--- src/rtl/inst_loader_pkg.sv ---
// Shared definitions for the instruction loader: FSM states and framing constants.
package inst_loader_pkg;

    // Bytes that make up one instruction word or the header word count.
    localparam int BYTES_PER_WORD = 4;

    // Length of the program-length header, in bytes.
    localparam int HDR_BYTES = 4;

    // Width of the per-word byte counter inside the packer.
    localparam int BYTE_CNT_W = $clog2(BYTES_PER_WORD);

    typedef enum logic [2:0] {
        IDLE  = 3'd0,
        HDR   = 3'd1,
        DATA  = 3'd2,
        WRITE = 3'd3,
        DONE  = 3'd4,
        ERR   = 3'd5
    } ld_state_t;

endpackage

--- src/rtl/inst_loader_byte_packer.sv ---
// Little-endian byte-to-word assembler. The first byte of a group lands in
// bits 7:0. word_done pulses combinationally on the last byte of a group, and
// word presents the completed value in that same cycle so the caller can act
// on it without an extra cycle of latency.
module byte_packer
    import inst_loader_pkg::*;
#(
    parameter int W = 32
) (
    input  logic         clk,
    input  logic         rst,
    input  logic         clr,
    input  logic         en,
    input  logic [7:0]   din,
    output logic [W-1:0] word,
    output logic         word_done
);

    localparam int AW = BYTES_PER_WORD * 8;

    logic [AW-1:0]         shreg;
    logic [AW-1:0]         shreg_next;
    logic [BYTE_CNT_W-1:0] byte_cnt;

    // New byte enters at the top so that after a full group the first byte
    // has been shifted down into the least significant position.
    assign shreg_next = {din, shreg[AW-1:8]};
    assign word_done  = en && (byte_cnt == BYTE_CNT_W'(BYTES_PER_WORD - 1));
    assign word       = W'(shreg_next);

    // Shift register and byte counter; the counter wraps after each group.
    always_ff @(posedge clk) begin
        if (rst || clr) begin
            shreg    <= '0;
            byte_cnt <= '0;
        end else if (en) begin
            shreg    <= shreg_next;
            byte_cnt <= byte_cnt + 1'b1;
        end
    end

endmodule

--- src/rtl/inst_loader.sv ---
// Serial program loader: receives a 4-byte little-endian word count followed
// by that many little-endian instruction words, writes each word into the
// instruction RAM at consecutive byte addresses, and releases the core from
// reset once the whole program has been written.
module inst_loader
    import inst_loader_pkg::*;
#(
    parameter int W         = 32,
    parameter int MAX_WORDS = 2048
) (
    input  logic         clk,
    input  logic         rst,
    input  logic         start,
    input  logic [7:0]   rx_data,
    input  logic         rx_valid,
    output logic         rx_ready,
    output logic         is_write,
    output logic [W-1:0] im_addr,
    output logic [W-1:0] im_inst,
    output logic         busy,
    output logic         done,
    output logic         err,
    output logic         core_rst
);

    // Wide enough to hold MAX_WORDS itself, since N may equal it.
    localparam int IW = $clog2(MAX_WORDS + 1);

    ld_state_t      state;
    logic [IW-1:0]  word_idx;
    logic [IW-1:0]  n_words;
    logic [IW-1:0]  idx_inc;
    logic [W-1:0]   idx_ext;
    logic           pk_en;
    logic           pk_clr;
    logic           pk_done;
    logic [W-1:0]   pk_word;
    logic           hdr_bad;
    logic           can_start;

    assign can_start = (state == IDLE) || (state == DONE) || (state == ERR);
    assign pk_en     = rx_valid && rx_ready;
    assign pk_clr    = start && can_start;
    assign idx_inc   = word_idx + 1'b1;
    assign idx_ext   = W'(word_idx);
    // The range check uses the full header value before it is narrowed to IW.
    assign hdr_bad   = (pk_word == '0) || (pk_word > W'(MAX_WORDS));

    byte_packer #(
        .W (W)
    ) u_packer (
        .clk       (clk),
        .rst       (rst),
        .clr       (pk_clr),
        .en        (pk_en),
        .din       (rx_data),
        .word      (pk_word),
        .word_done (pk_done)
    );

    // Load sequencer; every output is registered and updated together with
    // the state it belongs to.
    always_ff @(posedge clk) begin
        if (rst) begin
            state    <= IDLE;
            word_idx <= '0;
            n_words  <= '0;
            rx_ready <= 1'b0;
            is_write <= 1'b0;
            im_addr  <= '0;
            im_inst  <= '0;
            busy     <= 1'b0;
            done     <= 1'b0;
            err      <= 1'b0;
            core_rst <= 1'b1;
        end else begin
            case (state)
                IDLE, DONE, ERR: begin
                    if (start) begin
                        state    <= HDR;
                        word_idx <= '0;
                        rx_ready <= 1'b1;
                        busy     <= 1'b1;
                        done     <= 1'b0;
                        err      <= 1'b0;
                        core_rst <= 1'b1;
                    end
                end
                HDR: begin
                    if (pk_done) begin
                        n_words <= IW'(pk_word);
                        if (hdr_bad) begin
                            state    <= ERR;
                            rx_ready <= 1'b0;
                            busy     <= 1'b0;
                            err      <= 1'b1;
                        end else begin
                            state <= DATA;
                        end
                    end
                end
                DATA: begin
                    if (pk_done) begin
                        state    <= WRITE;
                        rx_ready <= 1'b0;
                        is_write <= 1'b1;
                        im_inst  <= pk_word;
                        im_addr  <= idx_ext << 2;
                    end
                end
                WRITE: begin
                    is_write <= 1'b0;
                    word_idx <= idx_inc;
                    if (idx_inc == n_words) begin
                        state    <= DONE;
                        busy     <= 1'b0;
                        done     <= 1'b1;
                        core_rst <= 1'b0;
                    end else begin
                        state    <= DATA;
                        rx_ready <= 1'b1;
                    end
                end
                default: begin
                    state    <= IDLE;
                    rx_ready <= 1'b0;
                    is_write <= 1'b0;
                    busy     <= 1'b0;
                    core_rst <= 1'b1;
                end
            endcase
        end
    end

endmodule

--- config.mk ---
export PLATFORM = sky130hd
export DESIGN_NAME = inst_loader
export DESIGN_NICKNAME = d
export VERILOG_FILES = /design/src/rtl/inst_loader_pkg.sv /design/src/rtl/inst_loader_byte_packer.sv /design/src/rtl/inst_loader.sv
export SDC_FILE = /design/constraint.sdc
export NUM_CORES = 1
export LEC_CHECK = 0
export CAP_MARGIN = 20
export CORE_MARGIN = 2
export CORE_UTILIZATION = 40
export DETAILED_ROUTE_END_ITERATION = 10
export PLACE_DENSITY = 0.59
export SYNTH_ARGS = -nofsm -noshare
export SYNTH_HDL_FRONTEND = slang
export SYNTH_HIERARCHICAL = 1
export SYNTH_SLANG_ARGS = --single-unit
--- constraint.sdc ---
create_clock -name clk -period 4.5 [get_ports clk]
set_clock_uncertainty 0.2 [all_clocks]
set_input_delay 0.9 -clock clk [delete_from_list [all_inputs] [get_ports clk]]
set_output_delay 0.9 -clock clk [all_outputs]
set_load 0.05 [all_outputs]
Yosys cells after proc, flatten, opt, wreduce, memory -nomap -nowiden --
Cells that the tools add are included.
Storage, ports and cells: bits in registers 111, output and inout port bits 70, bits of input ports 12
Cells by class: reductions and logical operators 24, magnitude comparators 1, mux-type cells 25, add/subtract/negate cells 2, bitwise operators 3, equal/unequal tests 13
Operators with widths (count):
- 32-bit by 12-bit > comparator with 1-bit output (second input constant) | 1
- 32-bit zero test | 1
- 12-bit one-hot mux with 2 select lines | 1
- 3-bit two-way mux | 5
- 12-bit by 1-bit adder with 12-bit output (second input constant) | 1
- 12-bit equality test | 1
- 12-bit two-way mux | 1
- 2-bit != test (second input constant) | 6
- 3-bit one-hot mux with 4 select lines | 1
- 1-bit two-way mux | 11
- 5-bit AND reduction | 2
- 3-bit AND reduction | 3
- 1-bit one-hot mux with 4 select lines | 2
- 2-bit AND reduction | 4
- 3-bit by 2-bit equality test with 1-bit output (second input constant) | 2
- 3-bit equality test (second input constant) | 2
- 1-bit one-hot mux with 2 select lines | 3
- 1-bit logical OR | 4
- 4-bit AND reduction | 1
- 2-bit nonzero test | 2
- 4-bit OR reduction | 1
- 3-bit by 1-bit equality test with 1-bit output (second input constant) | 1
- 1-bit logical AND | 3
- 3-bit zero test | 1
- 6 further kinds | 8

Logic depth before layout (Yosys ltp) --
Gate-level depths: netlist (run 1).
word-level depth 5, mapped depth 9

Hierarchy --
The synthesis (run 1) kept the hierarchy.
By module, submodules not included:
- inst_loader | area each 3647.2 µm², instances 1, cells an instance 477, seq. area each 1541.5 µm²
- byte_packer | area each 1039.7 µm², instances 1, cells an instance 95, seq. area each 520.5 µm²

Worst setup path after synthesis (run 1) --
Ideal clock, no wire load.
kind input -> register, start point input port rx_valid, end point register im_addr[6], setup slack 1.843 ns, buffers on the path 4, setup time 0.070 ns, data arrival time 2.387 ns, cell stages on the path 9, cell sequence and2_1 buf_6 buf_6 and2_1 and3_1 clkbuf_1 clkbuf_1 nand2_1 a21oi_1
On the way: word-level cells in the longest chain between the ends 3
RTL lines:
- from (decl) | line inst_loader.sv:15 | input logic rx_valid,
- 1-bit logical AND | line inst_loader.sv:42 | assign pk_en = rx_valid && rx_ready;
- 1-bit logical AND | line inst_loader_byte_packer.sv:28 | assign word_done = en && (byte_cnt == BYTE_CNT_W'(BYTES_PER_WORD - 1));
- via pk_done | line inst_loader.sv:36 | logic pk_done;
- 2-bit AND reduction (no source line)
- to (signal assigned) | line inst_loader.sv:108 | im_addr <= idx_ext << 2;
- to (decl) | line inst_loader.sv:18 | output logic [W-1:0] im_addr,
The timed path passes the listed nets, and every way through them passes these cells. A chain may end at the register's enable or synchronous reset.

Worst setup path in the final report (run 1) --
start point register word_idx[0], end point register state[2]
On the way: word-level cells in the longest chain between the ends 4
RTL lines:
- from (decl) | line inst_loader.sv:30 | logic [IW-1:0] word_idx;
- from (signal assigned) | line inst_loader.sv:113 | word_idx <= idx_inc;
- 12-bit by 1-bit adder with 12-bit output | line inst_loader.sv:44 | assign idx_inc = word_idx + 1'b1;
- 12-bit equality test | line inst_loader.sv:114 | if (idx_inc == n_words) begin
- 3-bit two-way mux | line inst_loader.sv:114
- 3-bit one-hot mux with 4 select lines | line inst_loader.sv:77 | case (state)
- to (signal assigned) | line inst_loader.sv:80 | state <= HDR;
- to (signal assigned) | line inst_loader.sv:115 | state <= DONE;
- to (signal assigned) | line inst_loader.sv:120 | state <= DATA;
- to (decl) | line inst_loader.sv:29 | ld_state_t state;
No other way between the ends.

==> results of run 1 <==
-- layout make-up --
cell class | instances | area, um^2
Clock inverter | 7 | 77.6
Timing Repair Buffer | 65 | 636
Tap cell | 143 | 179
Inverter | 8 | 32.5
Sequential cell | 103 | 2060
Clock buffer | 9 | 225
Multi-Input combinational cell | 414 | 2220
Fill cell | 1154 | 5990
-- cell usage after synthesis (3+ instances only) --
cell / n / area, um^2
or3_1: 3 / 18.8
nand3_1: 11 / 55.1
o21ai_0: 14 / 70.1
xnor2_1: 13 / 114
dfxtp_1: 103 / 2060
clkbuf_1: 23 / 86.3
a21oi_1: 78 / 390
buf_4: 32 / 240
buf_6: 6 / 67.6
and2_1: 4 / 25.0
mux2i_1: 26 / 260
nor3_1: 5 / 25.0
nor4_1: 10 / 62.6
and3_1: 4 / 25.0
nand3b_1: 5 / 37.5
nor2_1: 49 / 184
inv_1: 7 / 26.3
xor2_1: 3 / 26.3
nand2_1: 128 / 480
nor2b_1: 3 / 18.8
-- cells in the final DEF, fill, tap and decap left out, types with 2 or more instances in the layout --
cell type / count
nor2_1: 49
clkbuf_16: 9
ha_1: 2
nor3_1: 5
o21ai_0: 14
or3_1: 3
o22a_1: 2
a21oi_1: 78
and3_1: 4
a31oi_1: 2
nand4_1: 2
conb_1: 20
nand2_1: 128
nor4_1: 10
o32a_1: 2
a211oi_1: 2
o31ai_1: 2
clkinv_2: 2
buf_4: 4
nand2b_1: 2
xor2_1: 3
xnor2_1: 13
nor4_4: 2
nand3b_1: 5
inv_1: 7
inv_6: 2
and2_1: 4
mux2i_1: 26
a31o_2: 2
nor2b_1: 3
dfxtp_1: 103
clkdlybuf4s50_1: 60
nand3_1: 11
-- final timing paths --
path,start,endpoint,slack (ns),depth (start not counted)
max reg2reg,word_idx[0]$_SDFFE_PP0P_,state[2]$_SDFFE_PP0P_,1.59,7
max,word_idx[0]$_SDFFE_PP0P_,state[2]$_SDFFE_PP0P_,1.59,7
min reg2reg,im_addr[11]$_SDFFE_PP0P_,im_addr[11]$_SDFFE_PP0P_,0.25,2
min,im_addr[11]$_SDFFE_PP0P_,im_addr[11]$_SDFFE_PP0P_,0.25,2
-- registers in the layout, indices dropped and copies added (netlist names) --
register,count
busy,1
im_inst,32
word_idx,12
state,3
err,1
n_words,12
u_packer/shreg,24
rx_ready,1
u_packer/byte_cnt,2
core_rst,1
im_addr,12
done,1
is_write,1
-- report_power, final --
part           switching [mW]  leakage [nW]  internal, mW  total, mW
registers             0.00651         0.830         0.916      0.922
logic                  0.0889         0.863        0.0297      0.119
clock network           0.365         0.152         0.438      0.804
total                   0.461          1.85          1.38       1.84
-- metal layers --
metal  global-route usage  wire length [um]
met1                0.218              4970
met2                0.309              5410
met3               0.0508               462
met4               0.0650               217
met5                    0                 0
-- tightest hold or removal path, delay by kind of cell, from the launching register on --
family	cells	cell delay [ns]
AO/OA/AOI/OAI	1	0.05
AND/OR/NAND/NOR	1	0.05
flip-flops	1	0.31
-- cell families (layout without fill, tap and decap cells) --
logic type / count (synthesis) / in the layout / share of synthesized area
flip-flops: 103 / 103 / 0.440
AND/OR/NAND/NOR: 238 / 238 / 0.234
other: 1 / 20 / 0.000800
XOR/XNOR: 16 / 16 / 0.0299
adder cells (fa/ha/maj): 2 / 2 / 0.00534
multiplexers: 26 / 26 / 0.0555
buffers and inverters: 74 / 89 / 0.101
AO/OA/AOI/OAI: 112 / 112 / 0.133
==> results.py, run 1 <==
metrics = {
    "status": {
        "status": "finished, final reports clean",
    },
    "clock_network": {
        "htreeDepth": 3,
        "cts_buffer_depth": 2,
        "clock-root-buffer": "clkbuf_16",
        "cts-resized-gates": 0,
        "postCtsSetupBuffers": 0,
        "cts_buffers": 9,
        "clkSlewWorstSetupHoldPaths_ns": 0.07,
        "clock-sinks": 103,
        "cts_tree": "yes",
        "ctsHoldBuffers": 0,
        "clkLatencyLatePin_ns": 0.35,
    },
    "critical_path": {
        "critPathLaunchType": "flop",
        "worstPathMaxFanout": 8,
        "path_cells": "ha_1 > nand3_1 > o31ai_1 > o22ai_1 > or4_4 > or3_1 > a31oi_1",
        "required_ns": 4.57,
        "crit_family": "simple AND/OR/NAND/NOR gates",
        "cp.arrival_ns": 2.98,
        "crit_path_end_kind": "flop",
        "slowest_delay_ns": 0.58,
        "crit_type": "reg -> reg",
        "slowest_stage": "or4_4",
        "path_buf_inv": 0,
    },
    "pwr": {
        "p_leak_nw": 1.85,
        "ir_worst_vdd_v": 0.000483,
        "cellPowerDensity_nw_per_um2": 340,
        "power_mw": 1.84,
    },
    "timing": {
        "grt_setup_unrepaired": "false",
        "maxSlewHeadroom": 0.388,
        "fmax_mhz": 344,
        "setup_ws_ns": 1.59,
        "finalCriticalPeriod_ns": 2.91,
        "hold_ws_ns": 0.254,
        "hold_viol_final": 0,
        "period_share": 0.646,
        "slew_viol_final": 0,
        "setup_viol": 0,
        "worst_pin_slew_ns": 0.919,
        "setup_tns_ns": 0,
    },
    "placement": {
        "pre_cts_slack_ns": 1.26,
        "portBuffers": 61,
        "placed_area_um2": 5130,
        "dp_hpwl_um": 7460,
        "gp_congestion": 0.878,
        "dp_cells": 733,
    },
    "finish": {
        "fin_util": 0.476,
        "n_antenna_cell": 0,
        "final-instance-count-excl-fill": 749,
        "drive_gt1_frac": 0.0528,
        "area_growth_pct": 15.9,
        "finalNetCount": 615,
        "postLayoutCellArea_um2": 5430,
    },
    "die": {
        "chipWidth_um": 112,
        "core_area_um2": 11400,
        "rows": 39,
        "die_area_um2": 12600,
        "dieHeight_um": 112,
        "io_pins": 82,
        "initial_core_util": 0.410,
    },
    "logic_synthesis": {
        "synth_flop_cell": "dfxtp_1",
        "yosysWarnings": 6,
        "async_flop_share": 0,
        "synth.yosys.seq_area_share": 0.440,
        "synthDistinctLibCells": 53,
        "synth-edff-count": 0,
        "syn_area_um2": 4690,
        "synth.ff_latch_count": 103,
        "synth_area_per_cell_um2": 8.19,
        "postSynthCellCount": 572,
    },
    "routing": {
        "drc": 0,
        "drtPass1Iterations": 4,
        "ant_nets": 0,
        "wl_um": 11100,
        "routedWlPerCell_um": 14.8,
        "drt_first_iter_violations": 157,
        "vias": 3870,
        "via_per_inst": 5.17,
    },
    "grt": {
        "globalRouteOverflowTotal": 0,
        "grt_max_degree": 78,
        "grt.total_usage": 0.181,
        "grt_pass1_vias": 3676,
        "grt_pass1_wl_um": 18200,
        "antenna_found_initial": 0,
    },
    "job": {
        "drv_cap": 0,
    },
    "hold_path": {
        "hold_class": "reg -> reg",
    },
}
(Power assumes the default switching activity.)
==> run 2, diff against run 1 <==
==> constraint.sdc (replaced) <==
create_clock -name clk -period 3 [get_ports clk]
set_clock_uncertainty 0.2 [all_clocks]
set_input_delay 0.6 -clock clk [delete_from_list [all_inputs] [get_ports clk]]
set_output_delay 0.6 -clock clk [all_outputs]
set_load 0.05 [all_outputs]
==> run 2 against run 1 <==
  * Final cell count increased by 1.3%
  * Clock-buffer cell count unchanged
  * Die area unchanged
  * Non-clock buffer count increased by 10
  * Clock power increased by 42%
  * Sequential power increased by 50%
  * Routed wire length increased by 0.42%
  * Highest routed layer unchanged
==> results.py, run 2 (synthesis gave the netlist of run 1 again) <==
metrics = {
    "routing": {
        "drc": 0,
        "wl_um": 11100,
        "ant_nets": 0,
        "drt_first_iter_violations": 122,
        "via_per_inst": 5.03,
        "drtPass1Iterations": 4,
        "vias": 3821,
        "routedWlPerCell_um": 14.6,
    },
    "timing": {
        "finalCriticalPeriod_ns": 2.73,
        "worst_pin_slew_ns": 0.578,
        "slew_viol_final": 0,
        "maxSlewHeadroom": 0.614,
        "hold_viol_final": 0,
        "period_share": 0.908,
        "grt_setup_unrepaired": "false",
        "hold_ws_ns": 0.252,
        "setup_viol": 0,
        "fmax_mhz": 367,
        "setup_tns_ns": 0,
        "setup_ws_ns": 0.275,
    },
    "critical_path": {
        "rr_worst_depth": 7,
        "r2r-start": "word_idx[1]$_SDFFE_PP0P_",
        "critPathLaunchType": "flop",
        "crit_path_end_kind": "flop",
        "required_ns": 3.09,
        "crit_type": "reg -> reg",
        "rrSetupSlack_ns": 0.27,
        "cp.arrival_ns": 2.81,
        "worst_r2r_endpoint": "state[2]$_SDFFE_PP0P_",
        "worstPathMaxFanout": 7,
    },
    "clock_network": {
        "cts_buffer_depth": 2,
        "clkLatencyLatePin_ns": 0.36,
        "htreeDepth": 3,
        "postCtsSetupBuffers": 0,
        "cts-resized-gates": 0,
        "cts_tree": "yes",
        "clock-sinks": 103,
        "clkSlewWorstSetupHoldPaths_ns": 0.07,
        "clock-root-buffer": "clkbuf_16",
        "cts_buffers": 9,
        "ctsHoldBuffers": 0,
    },
    "grt": {
        "antenna_found_initial": 0,
        "met1_usage": 0.232,
        "gr-max-usage-layer": "met2",
        "met2_usage": 0.307,
        "grt.total_usage": 0.182,
        "grt_pass1_vias": 3693,
        "globalRouteOverflowTotal": 0,
        "grt_pass1_wl_um": 18500,
        "grt_max_degree": 33,
        "use_met3": 0.0340,
    },
    "hold_path": {
        "hold_class": "reg -> reg",
        "worstHoldPathCells": 2,
        "hold_end": "im_addr[10]$_SDFFE_PP0P_",
        "hold_start": "im_addr[10]$_SDFFE_PP0P_",
    },
    "die": {
        "initial_core_util": 0.410,
        "rows": 39,
        "die_area_um2": 12600,
        "chipWidth_um": 112,
        "core_area_um2": 11400,
        "io_pins": 82,
        "dieHeight_um": 112,
    },
    "finish": {
        "area_growth_pct": 17.2,
        "finalNetCount": 625,
        "final_cell_mix": "nand2_1 (128), dfxtp_1 (103), a21oi_1 (78)",
        "largest_reg_flops": 32,
        "largest_register": "im_inst",
        "n_antenna_cell": 0,
        "postLayoutCellArea_um2": 5490,
        "fin_util": 0.481,
        "layout_commonest_cell": "nand2_1",
        "fill_cells": 1166,
        "drive_gt1_frac": 0.0682,
        "top_regs": "im_inst x32, u_packer/shreg x24",
        "final-instance-count-excl-fill": 759,
    },
    "placement": {
        "dp_cells": 743,
        "placed_area_um2": 5200,
        "gp_congestion": 0.836,
        "portBuffers": 61,
        "pre_cts_slack_ns": 0.269,
        "dp_hpwl_um": 7900,
    },
    "pwr": {
        "cellPowerDensity_nw_per_um2": 492,
        "ir_worst_vdd_v": 0.000254,
        "p_leak_nw": 1.88,
        "power_mw": 2.71,
    },
    "job": {
        "drv_cap": 0,
    },
    "status": {
        "status": "finished, final reports clean",
    },
}
-- run 2: worst max-delay path, stage by stage, from the launching register on --
cell	delay [ns]
dfxtp_1	0.45
ha_1	0.32
nand3_1	0.23
o31ai_1	0.29
o22ai_1	0.09
or4_4	0.55
or3_1	0.38
a31oi_1	0.13
-- run 2: worst max-delay path by stage --
| stage | startpoint | endpoint | cells past startpoint | slack (ns) |
|---|---|---|---|---|
| 2_1_floorplan | word_idx[0]$_SDFFE_PP0P_ | state[2]$_SDFFE_PP0P_ | 7 | 0.45 |
| 3_3_place_gp | word_idx[1]$_SDFFE_PP0P_ | done$_SDFFE_PP0P_ | 7 | 0.38 |
| 3_5_place_dp | word_idx[1]$_SDFFE_PP0P_ | state[2]$_SDFFE_PP0P_ | 7 | 0.27 |
| 4_1_cts | word_idx[1]$_SDFFE_PP0P_ | state[2]$_SDFFE_PP0P_ | 7 | 0.27 |
| 5_1_grt | word_idx[1]$_SDFFE_PP0P_ | state[2]$_SDFFE_PP0P_ | 7 | 0.09 |
| 6_report | word_idx[1]$_SDFFE_PP0P_ | state[2]$_SDFFE_PP0P_ | 7 | 0.27 |
-- run 2: area by class of cell --
class | count | area, um^2 | share of cell area
clock buffer | 9 | 225 | 0.0410
clock inverter | 7 | 63.8 | 0.0116
inverter | 8 | 32.5 | 0.00592
multi-input combinational | 414 | 2220 | 0.404
sequential | 103 | 2060 | 0.375
tap | 143 | 179 | 0.0326
timing repair buffer | 75 | 711 | 0.129
-- run 2: per-layer routing --
metal | wire, um | up-vias
met5 | 0 | -
met4 | 186 | 0
met3 | 397 | 16
met2 | 5350 | 71
met1 | 5170 | 1775
li1 | - | 1959
-- run 2: power by group --
group	switching [mW]	total, mW	internal (mW)
Clock	0.560	1.14	0.580
Sequential	0.0101	1.38	1.37
Combinational	0.134	0.181	0.0467
==> run 3, diff against run 2 <==
--- a/config.mk
+++ b/config.mk
@@ -6,8 +6,9 @@
 export NUM_CORES = 1
 export LEC_CHECK = 0
 export CAP_MARGIN = 20
-export CORE_MARGIN = 2
+export CORE_MARGIN = 5
 export CORE_UTILIZATION = 40
+export CTS_CLUSTER_DIAMETER = 80
 export DETAILED_ROUTE_END_ITERATION = 10
 export PLACE_DENSITY = 0.59
 export SYNTH_ARGS = -nofsm -noshare
==> run 3 against run 2 <==
  * Die area is 11% higher
  * Critical path depth is 1 higher
  * Critical path type unchanged
  * Worst hold slack hardly changed
  * Combinational power hardly changed
  * Clock-buffer cell count is 2 higher
  * Largest cell class unchanged
  * Sequential power hardly changed
  * Final cell count stayed put
  * Sequential share of layout area is 0.10 points lower
  * Non-clock buffer count stayed put
  * Final area is 0.27% higher
  * Routed wire length is 0.62% higher
==> results.py, run 3 (synthesis gave the netlist of run 1 again) <==
metrics = {
    "grt": {
        "grt.total_usage": 0.159,
        "grt_max_degree": 39,
        "grt_pass1_vias": 3664,
        "grt_pass1_wl_um": 18300,
        "globalRouteOverflowTotal": 0,
        "antenna_found_initial": 0,
    },
    "critical_path": {
        "crit_type": "reg -> reg",
        "cp.arrival_ns": 2.75,
        "critPathLaunchType": "flop",
        "crit_path_end_kind": "flop",
        "worstPathMaxFanout": 7,
        "required_ns": 3.08,
    },
    "timing": {
        "setup_tns_ns": 0,
        "hold_ws_ns": 0.251,
        "fmax_mhz": 375,
        "grt_setup_unrepaired": "false",
        "worst_pin_slew_ns": 0.551,
        "setup_ws_ns": 0.331,
        "finalCriticalPeriod_ns": 2.67,
        "hold_viol_final": 0,
        "setup_viol": 0,
        "slew_viol_final": 0,
        "maxSlewHeadroom": 0.632,
        "period_share": 0.890,
    },
    "routing": {
        "highest_layer": "met4",
        "drt_first_iter_violations": 205,
        "drtPass1Iterations": 5,
        "wl_met3_um": 545,
        "ant_nets": 0,
        "routedWlPerCell_um": 14.7,
        "vias": 3854,
        "drc": 0,
        "via_per_inst": 5.08,
        "wl_met2_um": 5680,
        "met1Wirelength_um": 4840,
        "wl_um": 11200,
    },
    "placement": {
        "dp_cells": 743,
        "dp_hpwl_um": 7970,
        "gp_congestion": 0.809,
        "portBuffers": 61,
        "pre_cts_slack_ns": 0.290,
    },
    "clock_network": {
        "clkLatencyLatePin_ns": 0.35,
        "cts-resized-gates": 0,
        "postCtsSetupBuffers": 0,
        "cts_tree": "yes",
        "htreeDepth": 3,
        "clock-root-buffer": "clkbuf_16",
        "cts_buffer_depth": 2,
        "clock-sinks": 103,
        "clkSlewWorstSetupHoldPaths_ns": 0.07,
        "ctsHoldBuffers": 0,
        "cts_buffers": 9,
    },
    "finish": {
        "final_cell_mix": "nand2_1 (128), dfxtp_1 (103), a21oi_1 (78)",
        "layout_commonest_cell": "nand2_1",
        "finalNetCount": 625,
        "largest_register": "im_inst",
        "drive_gt1_frac": 0.0666,
        "fin_util": 0.480,
        "n_antenna_cell": 0,
        "largest_reg_flops": 32,
        "final-instance-count-excl-fill": 759,
        "area_growth_pct": 17.5,
        "top_regs": "im_inst x32, u_packer/shreg x24",
    },
    "status": {
        "status": "finished, final reports clean",
    },
    "die": {
        "io_pins": 82,
        "dieHeight_um": 118,
        "die_area_um2": 14000,
        "core_area_um2": 11500,
        "rows": 39,
        "chipWidth_um": 118,
        "initial_core_util": 0.409,
    },
    "pwr": {
        "ir_worst_vdd_v": 0.000359,
        "cellPowerDensity_nw_per_um2": 502,
        "p_leak_nw": 1.89,
    },
    "hold_path": {
        "hold_class": "reg -> reg",
    },
    "job": {
        "drv_cap": 0,
    },
}
run 3: layout make-up:
class / instances / area, um^2
multi-input combinational: 414 / 2220
timing repair buffer: 75 / 711
inverter: 8 / 32.5
tap: 143 / 179
clock inverter: 5 / 61.3
sequential: 103 / 2060
fill: 1136 / 5960
clock buffer: 11 / 243
run 3: path summary, 6_finish.rpt:
kind                                                from                 endpoint  slack [ns]  depth (start not counted)
worst max-delay path            word_idx[1]$_SDFFE_PP0P_    state[2]$_SDFFE_PP0P_        0.33                          8
worst min-delay path             im_addr[9]$_SDFFE_PP0P_  im_addr[9]$_SDFFE_PP0P_        0.25                          2
worst max register to register  word_idx[1]$_SDFFE_PP0P_    state[2]$_SDFFE_PP0P_        0.33                          8
worst min register to register   im_addr[9]$_SDFFE_PP0P_  im_addr[9]$_SDFFE_PP0P_        0.25                          2
run 3: power by group:
part	switching, mW	internal (mW)
clock network	0.523	0.678
registers	0.0101	1.37
logic	0.135	0.0468
total	0.668	2.10
run 3: worst max-delay path: stages (launching register included):
cell and delay (ns):
dfxtp_1 0.46, ha_1 0.33, and3_1 0.24, nand3_1 0.11, a2111oi_0 0.51, buf_4 0.20
nand3_1 0.07, or3_1 0.35, a31oi_1 0.13
run 3: through the flow:
step,power (mW),area [um^2]
floorplan,1.59,4760
global placement,1.60,5200
detailed placement,1.60,5200
CTS,2.80,5510
global route,2.87,5510
finish,2.77,5510
run 3: per-layer routing:
| metal | up-vias | track usage |
|---|---|---|
| met5 | - | 0 |
| met4 | 0 | 0.0409 |
| met3 | 9 | 0.0454 |
| met2 | 87 | 0.279 |
| met1 | 1795 | 0.190 |
| li1 | 1963 | - |
